<file path="config.mk">
export PLATFORM = sky130hd
export DESIGN_NAME = qvalue_argmax
export DESIGN_NICKNAME = d
export VERILOG_FILES = /design/src/rtl/qvalue_argmax_pkg.sv /design/src/rtl/qvalue_argmax_gt.sv /design/src/rtl/qvalue_argmax.sv
export SDC_FILE = /design/constraint.sdc
export NUM_CORES = 1
export LEC_CHECK = 0
export BUFFER_PORTS_ARGS = -buffer_cell sky130_fd_sc_hd__buf_2
export CORE_MARGIN = 2
export CORE_UTILIZATION = 61
export DETAILED_ROUTE_END_ITERATION = 7
export MAX_ROUTING_LAYER = met4
export PLACE_DENSITY = 0.84
export SLEW_MARGIN = 25
export SYNTH_ARGS = -nofsm -noshare
export SYNTH_HDL_FRONTEND = slang
export SYNTH_SLANG_ARGS = --single-unit
</file>
<file path="constraint.sdc">
create_clock -name clk -period 5.7 [get_ports clk]
set_input_delay 0 -clock clk [delete_from_list [all_inputs] [get_ports clk]]
set_output_delay 0 -clock clk [all_outputs]
set_load 0.1 [all_outputs]
</file>
<file path="src/rtl/qvalue_argmax_pkg.sv">
`default_nettype none
// +----------------------------------------------------------------------+
// | qvalue_argmax_pkg: shared fp16 ordering helpers (Rev 1.0)            |
// +----------------------------------------------------------------------+
package qvalue_argmax_pkg;

    localparam int          FP16_W        = 16;
    localparam logic [15:0] FP16_POS_ZERO = 16'h0000;
    localparam logic [15:0] FP16_NEG_ZERO = 16'h8000;

    // -0 and +0 must compare equal, so -0 is folded onto +0 first.
    function automatic logic [15:0] fp16_norm(input logic [15:0] x);
        return (x == FP16_NEG_ZERO) ? FP16_POS_ZERO : x;
    endfunction

    // Monotonic key: unsigned order of keys equals numeric order of values.
    function automatic logic [15:0] fp16_key(input logic [15:0] x);
        logic [15:0] n;
        n = fp16_norm(x);
        return n[15] ? ~n : (n ^ 16'h8000);
    endfunction

endpackage : qvalue_argmax_pkg
`default_nettype wire

</file>
<file path="src/rtl/qvalue_argmax_gt.sv">
`default_nettype none
// +----------------------------------------------------------------------+
// | fp16_gt: combinational strict greater-than on fp16 values (Rev 1.0)  |
// +----------------------------------------------------------------------+
module fp16_gt
    import qvalue_argmax_pkg::*;
(
    input  logic [15:0] a,
    input  logic [15:0] b,
    output logic        a_gt_b
);

    logic [15:0] w_key_a;
    logic [15:0] w_key_b;

    assign w_key_a = fp16_key(a);
    assign w_key_b = fp16_key(b);
    assign a_gt_b  = (w_key_a > w_key_b);

endmodule : fp16_gt
`default_nettype wire

</file>
<file path="src/rtl/qvalue_argmax.sv">
`default_nettype none
// +----------------------------------------------------------------------+
// | qvalue_argmax: streaming fp16 argmax over N Q-values per frame      |
// | Rev 1.0                                                              |
// +----------------------------------------------------------------------+
module qvalue_argmax
    import qvalue_argmax_pkg::*;
#(
    parameter int N     = 4,
    parameter int WIDTH = 16,
    parameter int IDXW  = $clog2(N)
) (
    input  logic             clk,
    input  logic             rst,
    input  logic             gvalid,
    input  logic             ivalid,
    input  logic [WIDTH-1:0] in,
    output logic             ovalid,
    output logic [IDXW-1:0]  oidx,
    output logic [WIDTH-1:0] omax,
    output logic             busy,
    output logic             err
);

    localparam logic [IDXW-1:0] C_LAST = IDXW'(N - 1);

    typedef enum logic [1:0] {
        IDLE = 2'd0,
        SCAN = 2'd1,
        DONE = 2'd2
    } state_t;

    state_t            r_state;
    logic [IDXW-1:0]   r_count;
    logic [IDXW-1:0]   r_bidx;
    logic [WIDTH-1:0]  r_best;
    logic [WIDTH-1:0]  w_in_norm;
    logic              w_in_gt;

    // Stored values are normalised so a winning -0 is reported as +0.
    assign w_in_norm = fp16_norm(in);

    fp16_gt u_gt (
        .a      (in),
        .b      (r_best),
        .a_gt_b (w_in_gt)
    );

    always_ff @(posedge clk) begin
        if (rst) begin
            r_state <= IDLE;
            r_count <= '0;
            r_bidx  <= '0;
            r_best  <= '0;
            ovalid  <= 1'b0;
            oidx    <= '0;
            omax    <= '0;
            busy    <= 1'b0;
            err     <= 1'b0;
        end else begin
            ovalid <= 1'b0;
            if (!gvalid) begin
                r_state <= IDLE;
                r_count <= '0;
                busy    <= 1'b0;
                err     <= 1'b0;
            end else begin
                case (r_state)
                    IDLE: begin
                        if (ivalid) begin
                            r_best  <= w_in_norm;
                            r_bidx  <= '0;
                            r_count <= IDXW'(1);
                            r_state <= SCAN;
                            busy    <= 1'b1;
                        end
                    end
                    SCAN: begin
                        if (ivalid) begin
                            if (w_in_gt) begin
                                r_best <= w_in_norm;
                                r_bidx <= r_count;
                            end
                            // The Nth sample takes part in the final compare.
                            if (r_count == C_LAST) begin
                                r_state <= DONE;
                                busy    <= 1'b0;
                                ovalid  <= 1'b1;
                                oidx    <= w_in_gt ? r_count : r_bidx;
                                omax    <= w_in_gt ? w_in_norm : r_best;
                            end else begin
                                r_count <= r_count + IDXW'(1);
                            end
                        end
                    end
                    DONE: begin
                        if (ivalid) begin
                            err <= 1'b1;
                        end
                    end
                    default: begin
                        r_state <= IDLE;
                        r_count <= '0;
                        busy    <= 1'b0;
                    end
                endcase
            end
        end
    end

endmodule : qvalue_argmax
`default_nettype wire

</file>
# Yosys cells after proc, flatten, opt, wreduce, memory -nomap -nowiden
# Cells that the tools add are included.
# W data, S select, Z words.
dict set report totals {
  memories 0
  in_bits 20
  ramBits 0
  latchBits 0
  reg_bits 43
  wordCells 61
  rom_bits 0
  output_inout_bits 21
}
dict set report classes {
  add_sub_neg 1
  n_mux 24
  order_cmp 1
  shift 0
  n_mul 0
  eq_ne 9
  div_mod_pow 0
  bitwise 8
  n_reduce_logical 9
}
# cell n
set ops {}
lappend ops {{$mux W16} 7}
lappend ops {{$eq A16 B16 Y1 const B} 2}
lappend ops {{$not A16 Y16} 2}
lappend ops {{$pmux W16 S2} 1}
lappend ops {{$gt A16 B16 Y1} 1}
lappend ops {{$mux W2} 8}
lappend ops {{$reduce_and A4 Y1} 4}
lappend ops {{$pmux W2 S3} 2}
lappend ops {{$ne A2 B2 Y1 const B} 4}
lappend ops {{$not A1 Y1} 6}
lappend ops {{$eq A2 B2 Y1 const B} 2}
lappend ops {{$mux W1} 4}
lappend ops {{$pmux W2 S2} 1}
lappend ops {{$reduce_or A4 Y1} 1}
lappend ops {{$pmux W1 S3} 1}
lappend ops {{$add A2 B1 Y2 const B} 1}
lappend ops {{$eq A2 B1 Y1 const B} 1}
lappend ops {{$logic_not A2 Y1} 1}
lappend ops {{$reduce_and A2 Y1} 1}
lappend ops {{$reduce_bool A2 Y1} 1}
lappend ops {{$reduce_or A2 Y1} 1}

# Longest topological paths before layout
# Gate-level depths: netlist (run 1).
dict set report logic_depth {
  ltp_word 8
  ltp_mapped 14
  depth_no_buf 11
}

# By module
# From an unflattened synthesis (run 1), not the netlist that was laid out.
dict set report unflattened {
  hier_cells 352
  hier_area_um2 2909.0
}
# mod n_inst seq_area_each_um2 area_each_um2 cells_each
set by_module_without_submodules {}
lappend by_module_without_submodules {qvalue_argmax 1 840.8 2047.0 232}
lappend by_module_without_submodules {fp16_gt 1 0.0 862.1 120}

# Least setup slack after synthesis (run 1)
# No wires, ideal clock.
dict set report synth_path {
  path_type {reg-to-reg}
  startpoint {reg r_best[15]}
  endpoint {reg omax[15]}
  t_arrival_ns 3.051
  slack_ns 2.558
  path_buffers 2
  path_stages_with_launch 11
  t_required_ns 5.609
  synth_period_minus_slack_ns 3.142
  setup_time_ns 0.091
  path_cell_list {dfxtp_1 clkbuf_1 buf_1 xor2_1 nand2_1 ha_1 nand4_1 or4_4 o2111a_2 or3_1 a311oi_1}
}
dict set report synth_between {
  elab_chain_len 6
  word_cells_on_any_way 7
  cone_classes {order compare: 1; eq/ne: 1; mux: 3; bitwise: 2}
}
# item line_no
set synth_lines {}
lappend synth_lines {{from (decl)} qvalue_argmax.sv:36} ;# logic [WIDTH-1:0] r_best;
lappend synth_lines {{from (signal assigned)} qvalue_argmax.sv:71} ;# r_best <= w_in_norm;
lappend synth_lines {{from (signal assigned)} qvalue_argmax.sv:81} ;# r_best <= w_in_norm;
lappend synth_lines {{$eq A16 B16 Y1} qvalue_argmax_pkg.sv:13} ;# return (x == FP16_NEG_ZERO) ? FP16_POS_ZERO : x;
lappend synth_lines {{$mux W16} qvalue_argmax_pkg.sv:13}
lappend synth_lines {{$not A16 Y16 or $not A1 Y1 (tied branches)} --}
lappend synth_lines {{$mux W16} qvalue_argmax_pkg.sv:20} ;# return n[15] ? ~n : (n ^ 16'h8000);
lappend synth_lines {{$gt A16 B16 Y1} qvalue_argmax_gt.sv:18} ;# assign a_gt_b = (w_key_a > w_key_b);
lappend synth_lines {{$mux W16 *} --}
lappend synth_lines {{to (signal assigned)} qvalue_argmax.sv:90} ;# omax <= w_in_gt ? w_in_norm : r_best;
lappend synth_lines {{to (decl)} qvalue_argmax.sv:20} ;# output logic [WIDTH-1:0] omax,
# Every way passes the cells marked *; elsewhere a longest branch is shown, timed or not.
# A chain may end at the register's enable or synchronous reset.

# Worst setup path in the final report (run 1)
dict set report layout_path {
  startpoint {reg r_best[15]}
  endpoint {reg r_best[14]}
}
dict set report layout_between {
  elab_chain_len 8
  word_cells_on_any_way 9
  cone_classes {order compare: 1; eq/ne: 1; mux: 5; bitwise: 2}
}
# item line_no
set layout_lines {}
lappend layout_lines {{$eq A16 B16 Y1} qvalue_argmax_pkg.sv:13}
lappend layout_lines {{$mux W16 *} qvalue_argmax_pkg.sv:13}
lappend layout_lines {{$not A16 Y16 or $not A1 Y1 (tied branches)} --}
lappend layout_lines {{$mux W16 *} qvalue_argmax_pkg.sv:20}
lappend layout_lines {{$gt A16 B16 Y1 *} qvalue_argmax_gt.sv:18}
lappend layout_lines {{$mux W16 * (2 in a row)} --}
lappend layout_lines {{$pmux W16 S2 *} --}
# Every way passes the cells marked *; elsewhere a longest branch is shown, timed or not. The select of a mux whose other input is x is not followed.

==> summary.txt, run 1 <==
Status
  • Status: finished clean

Pwr
  • Peak VDD IR: 0.154 mV
  • Power per cell area: 256 nW/um^2
  • Leak: 1.21 nW

Timing
  • Final Slew Violations: 0
  • Max Clock Freq: 227 MHz
  • Setup_tns: 0 ns
  • Period utilization: 77.4%
  • Setup ws final: 1.29 ns
  • Minimum clock period: 4.41 ns
  • Slew Limit Headroom: 40.6%
  • Post-Route Skew: 0.00996 ns
  • RSZ-0062 raised after global routing: no
  • Final hold vios: 0
  • Final Setup Violations: 0
  • Worst Tran Pin Value: 0.891 ns

Placed design
  • Post-Place Setup Slack: 1.42 ns
  • Gpl congestion: 0.927
  • DPL Wire Length: 5110 um
  • Port buffer count: 40

Clock tree
  • Post-CTS Setup Bufs: 0
  • Clock buffer depth: 2
  • Post-CTS sizing: 0
  • Clock transition at the registers of the reported paths: 0.09 ns
  • Htree depth: 2
  • CTS tree: built
  • Hold buffer count at CTS: 0
  • Clock Sinks: 42
  • Clock root buffer: clkbuf_8
  • Cts bufs inserted: 5
  • Worst skew pair latency: 0.30 ns

Synth
  • Post-synth EDFFs: 0
  • Cells after synthesis: 352
  • Register area share after synthesis: 30.2%
  • Synth warnings: 0
  • Synth area leaders: dfxtp_1 30%, a311oi_1 10%, o21ai_0 9.2%
  • Post-synthesis cell area: 2790 sq um
  • Syn_area_per_cell: 7.92 sq um
  • Synthesized Nets: 389
  • Top cell type's share of synthesized area: 30.2%
  • Asr flop ratio synth: 0%
  • Ys flop type: dfxtp_1
  • Library cells used by synthesis: 37
  • Post-synth top area cell: dfxtp_1
  • Register bit total from synthesis: 42

GRT
  • Largest net degree at the start of global routing: 39
  • Total grt overflow: 0
  • First-pass GRT wire length: 12400 um
  • Vias in the first global route: 2506
  • GRT met2 Usage: 42.6%
  • Initial antenna violation count: 0
  • Global Route met3 Usage: 6.19%
  • Met1 usage: 45.5%
  • Gr busiest metal: met1
  • GR Util All Layers: 31.1%

Die
  • Row Count: 24
  • Die area: 5130 sq um
  • Die width: 71.6 um
  • Die height: 71.6 um
  • CORE AREA: 4380 sq um
  • Num ports: 41
  • Initial Utilization: 63.6%

Critical path
  • R2R Path Start: r_best[15]
  • Worst EP required: 5.90 ns
  • Critical path arrival: 4.61 ns
  • CP Class: reg -> reg
  • Worst reg-to-reg setup slack: 1.29 ns
  • CP endpoint kind: flop
  • CP Launch Type: flop
  • Reg2reg end: r_best[14]
  • Worst reg2reg path depth: 11
  • Worst-path fanout max: 20
  • Worst Setup EP: r_best[14]
  • CP Launch Point: r_best[15]

Finish
  • Filler cells: 365
  • Number of nets in the layout: 407
  • N_diodes: 0
  • Share of layout cells above drive strength 1: 15.6%
  • Multi-input logic area: 1820 sq um
  • FF/Latch Area: 841 sq um
  • Synth-to-Final Area Change: 10.8%

Drt
  • Router iterations before antenna repair: 5
  • Routed vias: 2823
  • Drt first-iter violations: 381
  • ANT nets after route: 0
  • Via density per instance: 6.67
  • Routed len/inst: 17.5 um
  • Drt total wl: 7390 um
  • Residual DRC: 0

Job
  • Maxcap violations: 0

Worst hold path
  • Hold Crit Class: in -> reg
[layout make-up]
class / instances / share of cell area (%)
Sequential cell: 42 / 27.2
Clock inverter: 3 / 2.23
Clock buffer: 5 / 2.23
Inverter: 2 / 0.243
Timing Repair Buffer: 42 / 6.97
Tap cell: 52 / 2.11
Multi-Input combinational cell: 277 / 59.0
[stage by stage]
stage	hold slack, ns	power [mW]	area (sq um)	util, %	std cells
after floorplan	0.141	0.461	2790	-	352
after global placement	0.328	0.502	2950	67.2	415
after detailed placement	0.343	0.507	2950	67.2	415
after CTS	0.0280	0.788	3090	70.4	423
after global routing	0.0587	0.828	3090	70.4	423
final	0.0319	0.792	3090	70.4	423
[registers in the layout (all words and copies together) (netlist names)]
signal	count
omax	16
r_best	16
oidx	2
r_bidx	2
r_count	2
r_state	2
err	1
ovalid	1
[worst min path at each step]
stage / start / to / slack (ns) / cells past startpoint
after CTS: ivalid / r_state[0] / 0.03 / 3
after global placement: ivalid / r_state[0] / 0.33 / 3
after detailed placement: ivalid / r_state[0] / 0.34 / 3
after global routing: in[3] / omax[3] / 0.06 / 3
final: ivalid / r_state[0] / 0.03 / 3
after floorplan: ivalid / err / 0.14 / 2
[worst max-delay path, stage by stage (launching register included)]
cell and delay [ns]:
dfxtp_1 0.32, buf_4 0.27, nor4b_1 0.27, nand4_1 0.50, and2_1 0.37, ha_1 0.30, nand4_2 0.14, or4_4 0.58
or2_1 0.51, nand2_1 0.52, o21ai_0 0.19, a311oi_1 0.32
[kinds of logic (layout without fill, tap and decap cells)]
family / after synthesis / in the layout / share of synthesized area [%]
and+or+nand+nor: 124 / 124 / 22.4
AOI/OAI and AO/OA: 106 / 106 / 24.9
DFF: 42 / 42 / 30.2
buffers and inverters: 33 / 52 / 4.76
adders and majority gates: 17 / 17 / 7.63
xor gates and xnor gates: 16 / 16 / 5.03
muxes: 14 / 14 / 5.07
[layout by cell type, fill, tap and decap left out, drive strengths merged, types with 3 or more instances in the layout]
master   n
clkbuf   5
xor2    14
and2     3
a311oi  33
a21oi   11
nor2    32
or3     16
nand2   23
mux2i   13
nand3   20
a31oi    3
o21ai   51
nor2b    4
nor4     7
and3     4
nand4    6
ha      17
nor3     3
dfxtp   42
buf     42
[report_power, final]
part | internal, mW | switching, mW | total [mW]
clock network | 0.176 | 0.109 | 0.284
logic | 0.0674 | 0.124 | 0.191
registers | 0.302 | 0.0142 | 0.316
total | 0.545 | 0.247 | 0.792
[cell usage after synthesis, types with 5 or more instances]
library cell   n
a311oi_1      33
or3_1         16
nor4_1         7
nor2_1        32
clkbuf_1      25
a21oi_1       11
mux2i_1       13
nand3_1       20
xor2_1        14
dfxtp_1       42
ha_1          17
o21ai_0       51
nand2_1       23
nand4_1        5
[per-layer routing]
layer,wire length (um),up-vias
met5,0,-
met1,3400,1300
li1,-,1359
met4,121,0
met2,3210,149
met3,659,15
(Power assumes the default switching activity.)
==> run 2: changes to the inputs <==
- CORE_UTILIZATION: 61 -> 52
- PLACE_DENSITY: 0.84 -> 0.77
- clock period: 5.7 -> 3.84 ns (I/O delays scaled with it)
==> run 2 against run 1 <==
  * Critical path depth is 1 lower
  * Maximum frequency grew 25%
  * Clock skew is 0.0030 ns lower
  * Non-clock buffer count is 5 higher
  * Sequential power increased by 49%
  * Count of clock-buffer cells in the layout is the same
  * Cell area hardly changed
  * First-iteration DRC count is 12% lower
  * Die area increased by 16%
  * Hold slack better by 0.0073 ns
  * Register-to-register slack worse by 0.98 ns
  * Critical endpoint is now r_best[6]
  * Largest cell class unchanged
  * Highest routed layer unchanged
==> summary.txt, run 2 (synthesis results as in run 1) <==
Drt
  • Drt total wl: 7360 um
  • Routed len/inst: 16.5 um
  • ANT nets after route: 0
  • Residual DRC: 0
  • Drt first-iter violations: 337
  • Routed vias: 2836
  • Via density per instance: 6.37
  • Router iterations before antenna repair: 5

Placed design
  • Post-Place Setup Slack: 0.234 ns
  • Port buffer count: 40
  • DP Cell Count: 438
  • DPL Wire Length: 5080 um
  • Gpl congestion: 0.958
  • DP Area: 3010 sq um

Finish
  • Number of nets in the layout: 412
  • Synth-to-Final Area Change: 10.7%
  • Commonest non-fill, non-tap cell in the layout: o21ai_0
  • Finished Cell Area: 3090 sq um
  • Most frequent cells in the layout: 51 x o21ai_0, 42 x dfxtp_1, 40 x buf_2
  • FF/Latch Area: 841 sq um
  • Filler cells: 494
  • Share of layout cells above drive strength 1: 16.3%
  • Final core occ: 60.1%
  • Biggest regs: omax x16, r_best x16
  • Non-Filler Instances: 445
  • N_diodes: 0
  • Multi-input logic area: 1820 sq um

Die
  • Row Count: 26
  • Num ports: 41
  • Initial Utilization: 54.2%
  • CORE AREA: 5140 sq um
  • Die area: 5960 sq um
  • Die height: 77.2 um
  • Die width: 77.2 um

Clock tree
  • Htree depth: 2
  • Clock Sinks: 42
  • Post-CTS Setup Bufs: 0
  • Cts bufs inserted: 5
  • Clock transition at the registers of the reported paths: 0.08 ns
  • Post-CTS sizing: 0
  • Worst skew pair latency: 0.29 ns
  • Hold buffer count at CTS: 0
  • CTS tree: built
  • Clock root buffer: clkbuf_8
  • Clock buffer depth: 2

Critical path
  • Worst EP required: 4.04 ns
  • Worst-path fanout max: 16
  • Slowest cell on crit path: or4_4
  • Critical path arrival: 3.73 ns
  • Slowest stage delay, CP: 0.58 ns
  • Crit. path cell count: 10
  • Top delay family on crit path: simple AND/OR/NAND/NOR gates
  • CP bufs+invs: 0
  • CP Launch Type: flop
  • CP endpoint kind: flop
  • Worst path cell trace: nor4_1 > nand4_1 > and2_1 > ha_1 > nand4_2 > or4_4 > or2_1 > nand2_1 > o21ai_0 > a311oi_1
  • Worst reg2reg path depth: 10
  • CP Class: reg -> reg

Pwr
  • Peak VDD IR: 0.147 mV
  • Power per cell area: 333 nW/um^2
  • Leak: 1.20 nW

Timing
  • Setup_tns: 0 ns
  • Period utilization: 91.9%
  • Slew Limit Headroom: 39.5%
  • Max Clock Freq: 283 MHz
  • Final hold vios: 0
  • Minimum clock period: 3.53 ns
  • Final Slew Violations: 0
  • Worst Tran Pin Value: 0.907 ns
  • Setup ws final: 0.310 ns
  • Final Setup Violations: 0
  • RSZ-0062 raised after global routing: no
  • Post-Route Skew: 0.00694 ns

GRT
  • First-pass GRT wire length: 12400 um
  • GR Util All Layers: 26.0%
  • Largest net degree at the start of global routing: 39
  • Total grt overflow: 0
  • Initial antenna violation count: 0
  • Vias in the first global route: 2451

Worst hold path
  • Hold Path Depth: 3
  • Hold Crit Class: in -> reg

Job
  • Maxcap violations: 0

Status
  • Status: finished clean
==> run 2: changes by cell type in the layout (fill, tap and decap cells not counted), sizes merged <==
| cell | before | now |
|---|---|---|
| buf | 42 | 47 |
| clkinv | 1 | 2 |
| bufinv | 2 | 0 |
==> run 2: worst register-to-register path: stages (launching register included) <==
cell and delay (ns):
dfxtp_1 0.37, nor4_1 0.35, nand4_1 0.33, and2_1 0.27
ha_1 0.30, nand4_2 0.15, or4_4 0.58, or2_1 0.26
nand2_1 0.38, o21ai_0 0.15, a311oi_1 0.31
==> run 2: power breakdown <==
group | total, mW | internal (mW) | switching, mW
Clock | 0.268 | 0.122 | 0.146
Sequential | 0.470 | 0.448 | 0.0218
Combinational | 0.290 | 0.106 | 0.184
==> run 2: final cells by class <==
class	count	area share [%]
tap	70	2.84
clock inverter	2	0.324
clock buffer	5	2.23
multi-input combinational	277	58.9
sequential	42	27.2
timing repair buffer	47	8.19
inverter	2	0.243
==> run 2: stage by stage <==
step	power, mW	hold slack [ns]
2_1_floorplan	0.684	0.141
6_report	1.03	0.0392
5_1_grt	1.08	0.0583
3_3_place_gp	0.755	0.332
3_5_place_dp	0.762	0.338
4_1_cts	1.03	0.0355
==> run 2: per-layer routing <==
metal  track usage [%]  routed length (um)  up-vias  part of all wire, %
li1                  -                   -     1367                    -
met1              38.3                3500     1307                   48
met5                 -                   0        -                    0
met4              8.21                  87        0                  1.2
met3              5.29                 635       10                  8.6
met2              35.4                3140      152                   43
==> run 2: worst paths after layout <==
kind,startpoint,endpoint,slack [ns]
max,r_best[12],r_best[6],0.31
min,ivalid,err,0.04
max reg2reg,r_best[12],r_best[6],0.31
min reg2reg,err,err,0.46
==> run 3: changes to the inputs <==
- BUFFER_PORTS_ARGS: -buffer_cell sky130_fd_sc_hd__buf_2 -> unset
- CORE_UTILIZATION: 52 -> 57
- DONT_BUFFER_PORTS: unset -> 1
- PLACE_DENSITY: 0.77 -> 0.75
==> run 3 against run 2 <==
  * Largest cell class unchanged
  * Via count rose by 4.5%
  * Global-route usage rose by 5.6 points
  * Critical path depth rose by 2
  * Maximum frequency fell by 1.4%
  * Sequential share of layout area fell by 1.2 points
  * Power rose by 14%
  * Non-clock buffer count fell by 10
==> summary.txt, run 3 (synthesis results as in run 1) <==
Finish
  • Multi-input logic area: 1850 sq um
  • Filler cells: 382
  • Biggest regs: omax x16, r_best x16
  • Number of nets in the layout: 403
  • FF/Latch Area: 842 sq um
  • Synth-to-Final Area Change: 16.0%
  • N_diodes: 0
  • Non-Filler Instances: 433
  • Most frequent cells in the layout: 51 x o21ai_0, 41 x dfxtp_1, 33 x a311oi_1
  • Commonest non-fill, non-tap cell in the layout: o21ai_0
  • Share of layout cells above drive strength 1: 9.56%

Pwr
  • Sw Ratio: 31.7%
  • Power per cell area: 362 nW/um^2
  • Part of the power in combinational logic: 28.7%
  • Register share of total power: 40.0%
  • Total power: 1.17 mW
  • Peak VDD IR: 0.178 mV
  • Sw power: 371 uW
  • Int Pwr: 798 uW
  • Clock power frac: 31.3%
  • Leak: 1.17 nW

Critical path
  • Worst-path fanout max: 14
  • CP Launch Type: flop
  • Critical path arrival: 3.83 ns
  • CP Class: reg -> reg
  • Worst reg-to-reg setup slack: 0.26 ns
  • R2R Path Start: r_best[12]
  • CP endpoint kind: flop
  • Worst EP required: 4.09 ns
  • Worst reg2reg path depth: 12
  • Reg2reg end: oidx[0]

Drt
  • Drt total wl: 8420 um
  • Via density per instance: 6.85
  • ANT nets after route: 0
  • Routed vias: 2965
  • Drt first-iter violations: 590
  • Residual DRC: 0
  • Router iterations before antenna repair: 5
  • Routed len/inst: 19.4 um

Clock tree
  • Htree depth: 2
  • Clock Sinks: 42
  • CTS tree: built
  • Clock transition at the registers of the reported paths: 0.08 ns
  • Worst skew pair latency: 0.30 ns
  • Clock buffer depth: 2
  • Clock root buffer: clkbuf_8
  • Cts bufs inserted: 5

Worst hold path
  • Hold Crit Class: in -> reg
  • Hold path endpoint: r_count[1]
  • Hold Path Depth: 5
  • Hold_sp: ivalid

Die
  • Row Count: 25
  • Die area: 5470 sq um
  • Die height: 73.9 um
  • Die width: 73.9 um
  • Num ports: 41
  • Initial Utilization: 59.0%
  • CORE AREA: 4720 sq um

Timing
  • Worst Tran Pin Value: 1.01 ns
  • Final Setup Violations: 0
  • Setup_tns: 0 ns
  • Period utilization: 93.2%
  • RSZ-0062 raised after global routing: no
  • Final hold vios: 0
  • Slew Limit Headroom: 32.4%
  • Minimum clock period: 3.58 ns
  • Final Slew Violations: 0
  • Max Clock Freq: 279 MHz
  • Post-Route Skew: 0.00583 ns

GRT
  • First-pass GRT wire length: 13000 um
  • GR Util All Layers: 31.7%
  • Vias in the first global route: 2635
  • Initial antenna violation count: 0
  • Total grt overflow: 0
  • Largest net degree at the start of global routing: 39

Job
  • Maxcap violations: 0

Placed design
  • DPL Wire Length: 5180 um
  • Gpl congestion: 1.01
  • Port buffer count: 0
  • DP Cell Count: 397

Status
  • Status: finished clean
run 3: changes by cell type in the layout (fill, tap and decap cells not counted), moves of 2 or more:
cell,before,now
dlygate4sd3_1,0,19
nor4_1,7,5
buf_4,7,16
buf_2,40,0
nor4_2,0,2
clkinv_2,2,0
run 3: power by group through the flow:
stage / clock network (mW) / logic, mW / registers (mW)
global placement: 0 / 0.254 / 0.475
floorplan: 0 / 0.210 / 0.474
CTS: 0.363 / 0.282 / 0.465
global route: 0.382 / 0.364 / 0.470
finish: 0.366 / 0.336 / 0.468
detailed placement: 0 / 0.256 / 0.476
run 3: timing repair:
item | in CTS | in global routing
hold endpoints to repair | 42 | 0
resized for setup | 0 | 4
setup endpoints to repair | 0 | 1
hold buffers | 20 | 0
buffers inserted | 0 | 8
run 3: layout make-up:
cell class	instances	share of cell area (%)
clock buffer	6	2.55
tap	67	2.59
clock inverter	1	0.929
timing repair buffer	37	10.6
inverter	2	0.232
multi-input combinational	278	57.1
sequential	42	26.0
run 3: through the flow:
step,hold slack (ns),instance area [sq um],utilization (%),setup WS [ns]
floorplan,0.141,2790,-,0.698
global placement,0.0740,2820,59.7,0.486
detailed placement,0.0773,2820,59.7,0.442
CTS,0.0314,3140,66.5,0.0898
global route,0.135,3230,68.5,0.0238
finish,0.0250,3230,68.5,0.261
run 3: metal layers:
metal	track usage, %	up-vias	wire (um)
li1	-	1361	-
met3	6.50	34	907
met2	45.4	197	3610
met5	-	-	0
met4	11.7	0	254
met1	43.8	1373	3650
run 3: worst max-delay path by stage:
stage,slack [ns],startpoint,end,cells past startpoint
final,0.26,r_best[12],oidx[0],12
after global routing,0.02,r_best[12],oidx[0],13
after CTS,0.09,r_best[12],oidx[0],13
after detailed placement,0.44,r_best[12],omax[15],9
after global placement,0.49,r_best[13],omax[15],11
after floorplan,0.70,r_best[15],omax[15],10
run 3: critical path, cell delays in order, from the launching register on:
cell           delay [ns]
dfxtp_1              0.37
nor4_2               0.34
nand4_1              0.19
buf_4                0.22
nand2_1              0.07
ha_1                 0.25
a21oi_1              0.15
nor2b_1              0.06
o21ai_0              0.46
o2111a_2             0.45
o21ai_0              0.13
a311oi_1             0.26
dlygate4sd3_1        0.58
